===== config.mk =====
export PLATFORM = sky130hd
export DESIGN_NAME = pd_sequencer
export DESIGN_NICKNAME = d
export VERILOG_FILES = /design/src/rtl/pd_sequencer.sv
export SDC_FILE = /design/constraint.sdc
export NUM_CORES = 1
export LEC_CHECK = 0
export BUFFER_PORTS_ARGS = -buffer_cell sky130_fd_sc_hd__buf_2
export CAP_MARGIN = 20
export CORE_MARGIN = 5
export CORE_UTILIZATION = 46
export DETAILED_ROUTE_END_ITERATION = 16
export PLACE_DENSITY = 0.8
export SYNTH_ARGS = -nofsm -noshare
export SYNTH_HDL_FRONTEND = slang
export SYNTH_SLANG_ARGS = --single-unit

===== constraint.sdc =====
create_clock -name clk -period 2 [get_ports clk]
set_input_delay 0.4 -clock clk [delete_from_list [all_inputs] [get_ports clk]]
set_output_delay 0.4 -clock clk [all_outputs]
set_load 0.01 [all_outputs]

===== src/rtl/pd_sequencer.sv =====
`timescale 1ns/1ps
// Round-robin front end that shares one multiply/pattern-detect datapath between two requesters.
// A request accepted in cycle N returns its tagged result in N+LAT+2. Ready is a same-cycle grant; responses cannot be stalled.
module pd_sequencer #(
  parameter int A_W   = 11,
  parameter int B_W   = 11,
  parameter int P_W   = 21,
  parameter int LAT   = 3,
  parameter int CNT_W = 16
) (
  input  logic             clk,
  input  logic             rst,
  input  logic             req0_valid,
  output logic             req0_ready,
  input  logic [A_W-1:0]   req0_a,
  input  logic [B_W-1:0]   req0_b,
  input  logic [P_W-1:0]   req0_pattern,
  input  logic             req1_valid,
  output logic             req1_ready,
  input  logic [A_W-1:0]   req1_a,
  input  logic [B_W-1:0]   req1_b,
  input  logic [P_W-1:0]   req1_pattern,
  output logic             dp_issue,
  output logic [A_W-1:0]   dp_a,
  output logic [B_W-1:0]   dp_b,
  output logic [P_W-1:0]   dp_pattern,
  input  logic [P_W-1:0]   dp_c,
  input  logic             dp_match,
  output logic             rsp_valid,
  output logic             rsp_id,
  output logic [P_W-1:0]   rsp_c,
  output logic             rsp_match,
  input  logic             clr_cnt,
  output logic [CNT_W-1:0] match_cnt0,
  output logic [CNT_W-1:0] match_cnt1
);

  logic             last_grant_q;
  logic             gnt0, gnt1, accept;

  logic             dp_issue_q;
  logic             issue_id_q;
  logic [A_W-1:0]   dp_a_q, dp_a_d;
  logic [B_W-1:0]   dp_b_q, dp_b_d;
  logic [P_W-1:0]   dp_pat_q, dp_pat_d;

  logic [LAT-1:0]   tag_v_q;
  logic [LAT-1:0]   tag_id_q;
  logic             tag_exit;

  logic             rsp_valid_q;
  logic             rsp_id_q;
  logic [P_W-1:0]   rsp_c_q;
  logic             rsp_match_q;

  logic [CNT_W-1:0] cnt0_q, cnt0_d;
  logic [CNT_W-1:0] cnt1_q, cnt1_d;

  // With both requesting, the one not granted last wins; reset masks both grants.
  always_comb begin
    gnt0 = 1'b0;
    gnt1 = 1'b0;
    if (!rst) begin
      if (req0_valid && (!req1_valid || last_grant_q)) begin
        gnt0 = 1'b1;
      end else if (req1_valid) begin
        gnt1 = 1'b1;
      end
    end
  end

  assign accept     = gnt0 | gnt1;
  assign req0_ready = gnt0;
  assign req1_ready = gnt1;

  always_comb begin
    dp_a_d   = gnt1 ? req1_a       : req0_a;
    dp_b_d   = gnt1 ? req1_b       : req0_b;
    dp_pat_d = gnt1 ? req1_pattern : req0_pattern;
  end

  always_ff @(posedge clk) begin
    if (rst) begin
      last_grant_q <= 1'b1;
      dp_issue_q   <= 1'b0;
      issue_id_q   <= 1'b0;
      dp_a_q       <= '0;
      dp_b_q       <= '0;
      dp_pat_q     <= '0;
    end else begin
      dp_issue_q <= accept;
      if (accept) begin
        last_grant_q <= gnt1;
        issue_id_q   <= gnt1;
        dp_a_q       <= dp_a_d;
        dp_b_q       <= dp_b_d;
        dp_pat_q     <= dp_pat_d;
      end
    end
  end

  // Tags travel alongside the datapath so each result leaves with its requester ID.
  always_ff @(posedge clk) begin
    if (rst) begin
      tag_v_q  <= '0;
      tag_id_q <= '0;
    end else begin
      tag_v_q[0]  <= dp_issue_q;
      tag_id_q[0] <= issue_id_q;
      for (int i = 1; i < LAT; i++) begin
        tag_v_q[i]  <= tag_v_q[i-1];
        tag_id_q[i] <= tag_id_q[i-1];
      end
    end
  end

  assign tag_exit = tag_v_q[LAT-1];

  always_ff @(posedge clk) begin
    if (rst) begin
      rsp_valid_q <= 1'b0;
      rsp_id_q    <= 1'b0;
      rsp_c_q     <= '0;
      rsp_match_q <= 1'b0;
    end else begin
      rsp_valid_q <= tag_exit;
      if (tag_exit) begin
        rsp_id_q    <= tag_id_q[LAT-1];
        rsp_c_q     <= dp_c;
        rsp_match_q <= dp_match;
      end
    end
  end

  // Clear beats a same-cycle increment; counters stick at all-ones.
  always_comb begin
    cnt0_d = cnt0_q;
    cnt1_d = cnt1_q;
    if (clr_cnt) begin
      cnt0_d = '0;
      cnt1_d = '0;
    end else if (rsp_valid_q && rsp_match_q) begin
      if (!rsp_id_q && !(&cnt0_q)) cnt0_d = cnt0_q + CNT_W'(1);
      if (rsp_id_q && !(&cnt1_q))  cnt1_d = cnt1_q + CNT_W'(1);
    end
  end

  always_ff @(posedge clk) begin
    if (rst) begin
      cnt0_q <= '0;
      cnt1_q <= '0;
    end else begin
      cnt0_q <= cnt0_d;
      cnt1_q <= cnt1_d;
    end
  end

  assign dp_issue   = dp_issue_q;
  assign dp_a       = dp_a_q;
  assign dp_b       = dp_b_q;
  assign dp_pattern = dp_pat_q;
  assign rsp_valid  = rsp_valid_q;
  assign rsp_id     = rsp_id_q;
  assign rsp_c      = rsp_c_q;
  assign rsp_match  = rsp_match_q;
  assign match_cnt0 = cnt0_q;
  assign match_cnt1 = cnt1_q;

endmodule


==> qor.csv <==
metric,value,unit
status,completed,
hold_ws,283,ps
finalSetupViolations,0,
ys_ff_latch,108,
drv_slew,0,
critPathKind,reg2out,
dp_hpwl,9000,µm
drive_above_1_share,39.7,%
worstPathMaxFanout,44,
slowest_delay,350,ps
num_io_pins,215,
io_buffers,214,
drtIter0Drc,315,
row_count,35,
worstHoldPathType,in2reg,
cts-root-buf,clkbuf_8,
hold_violations,0,
ctsHoldBuffers,0,
max_cap_viol_count,0,
vias_per_cell,5.54,
htreeDepth,3,
clkSlewWorstSetupHoldPaths,100,ps
max-vdd-ir-drop,422,µV
crit_slowest_cell,dfxtp_1,
drt-total-wl,11900,µm
syn_area_per_cell,9.88,µm²
grt_first_pass_wirelength,19000,µm
grt_remaining_overflow,0,
cts_buffer_depth,2,
rsz0062_at_grt,false,
die_area,11400,µm²
synth_top_area_cell,dfxtp_1,
cts_resized,0,
synth_area,4300,µm²
period_minus_slack,1810,ps
worstSetupStartpoint,last_grant_q$_SDFFE_PP1P_,
min_from,dp_c[7],
synthCells,435,
initial_core_util,46.9,%
ys_top_cells_by_area,"dfxtp_1, a222oi_1, nor2_1, mux2i_1, xnor2_1",
antenna_found_initial,1,
vias,4179,
fmax,553,MHz
synth_top_area_share,50.3,%
die_y,107,µm
ys_seq_area_share,50.3,%
worstSkewPairLatency,340,ps
grt_pass1_vias,4073,
required,1600,ps
cts_setup_buffers,0,
yosys_warnings,0,
synth_edf_count,0,
routedWlPerCell,15.8,µm
antenna_left,0,
async_reset_ff_share,0,%
yosysUniqueCellTypes,43,
grt_usage,20.2,%
fin_crit_sh,90.4,%
start_kind,flip-flop,
drt_pass1_iterations,6,
cts_tree,built,
drcViolationCount,0,
numClockSinks,108,
pwr_density_cell,739,nW/µm²
tns,0,ps
dieWidth,107,µm
worstPathArrival,1410,ps
endpoint_kind,output pin,
core_area,9150,µm²
area_delta_synth_final,33.5,%
place_congestion,0.885,
final_nets,753,
worst_slew_pin_slew,613,ps
max-slew-margin-rel,59.1,%
ys_dominant_reg_cell,dfxtp_1,
cts_buffers,9,
r2r-start,match_cnt1[0]$_SDFFE_PP0P_,
fin_util,62.7,%
worstPathCellList,nor2b_1 > nor3b_4 > buf_12 > buf_2,
leakagePower,2.60,nW
synthesis.nets,550,
fin_worst_skew,8.15,ps
grt_max_degree,61,
[cells by family after synthesis]
| logic type | count (synthesis) | share of synthesized area [%] |
|---|---|---|
| buffers and inverters | 32 | 3.00 |
| XOR/XNOR | 25 | 5.10 |
| multiplexers | 25 | 5.82 |
| flip-flops | 108 | 50.3 |
| AO/OA/AOI/OAI | 59 | 12.3 |
| AND/OR/NAND/NOR | 184 | 22.9 |
| adder cells (fa/ha/maj) | 2 | 0.582 |
[metal layers]
metal  global-route usage [%]  up-vias  routed length (µm)
li1                         -     2001                   -
met1                     23.4     1963                4640
met2                     34.9      195                6000
met3                     5.66       20                1030
met4                     8.40        0                 259
met5                        0        -                   0
[cells in the final DEF, fill, tap and decap left out, drive strengths merged, types with 4 or more instances in the layout]
cell type,n
buf,222
dfxtp,108
clkbuf,11
nand2,12
a21oi,5
xnor2,15
xor2,10
nor2,101
and3,10
and4,4
nor2b,9
nand3,12
nand4,11
mux2i,25
a222oi,43
nor4,4
nor3,7
[path summary, 6_finish.rpt]
check        slack (ps)  cells after the start                    endpoint
max reg2reg         280                      6  match_cnt1[0]$_SDFFE_PP0P_
min                 280                      3       rsp_c[7]$_SDFFE_PP0P_
min reg2reg         440                      1      tag_id_q[1]$_SDFF_PP0_
max                 190                      4                  req0_ready
[registers in the layout (all words and copies together) (netlist names), 3 cells and up]
name and count:
rsp_c 21, dp_pattern 21, dp_b 11, tag_v_q 3, match_cnt1 16, dp_a 11
match_cnt0 16, tag_id_q 3
[cell usage after synthesis, types with 2 or more instances]
| library cell | count |
|---|---|
| buf_2 | 4 |
| mux2i_1 | 25 |
| buf_1 | 2 |
| nand4_1 | 8 |
| dfxtp_1 | 108 |
| and3_1 | 9 |
| nand3_2 | 2 |
| nor2b_1 | 8 |
| ha_1 | 2 |
| nand2_1 | 12 |
| inv_1 | 2 |
| nand3_1 | 10 |
| and4_1 | 3 |
| xor2_1 | 10 |
| a31oi_1 | 2 |
| nand4_4 | 2 |
| o21ai_0 | 3 |
| xnor2_1 | 15 |
| nor4_2 | 3 |
| nor4b_2 | 3 |
| nor3_1 | 7 |
| and2_1 | 2 |
| clkbuf_1 | 23 |
| a21oi_1 | 5 |
| or3_1 | 2 |
| nor2_1 | 101 |
| nand2b_1 | 2 |
| a222oi_1 | 43 |
| o211ai_1 | 3 |
[per-stage QoR]
step	setup WS, ps	power [mW]	std cells	area [µm²]
3_3_place_gp	321	2.74	738	5500
4_1_cts	177	4.29	753	5730
6_report	192	4.24	754	5740
2_1_floorplan	387	2.52	435	4300
3_5_place_dp	288	2.76	738	5500
5_1_grt	66.8	4.41	754	5740
[layout make-up]
class	count	area [µm²]
inverters	2	7.51
fillers	799	3420
clock buffers	11	141
well taps	111	139
repair buffers	222	1170
clock inverters	4	97.6
flip-flops and latches	108	2160
diodes	1	2.50
multi-input cells	295	2020
[power breakdown]
part / switching, mW / internal (mW)
clock: 0.670 / 0.860
sequential: 0.0401 / 2.22
combinational: 0.227 / 0.220
total: 0.936 / 3.30
[worst max-delay path: cells and delay by family (launching register included)]
family                 cells  cell delay, ps
buffers and inverters      2             410
flip-flops                 1             350
AND/OR/NAND/NOR            2             280
Note: power is estimated with default switching activity, not from simulation.
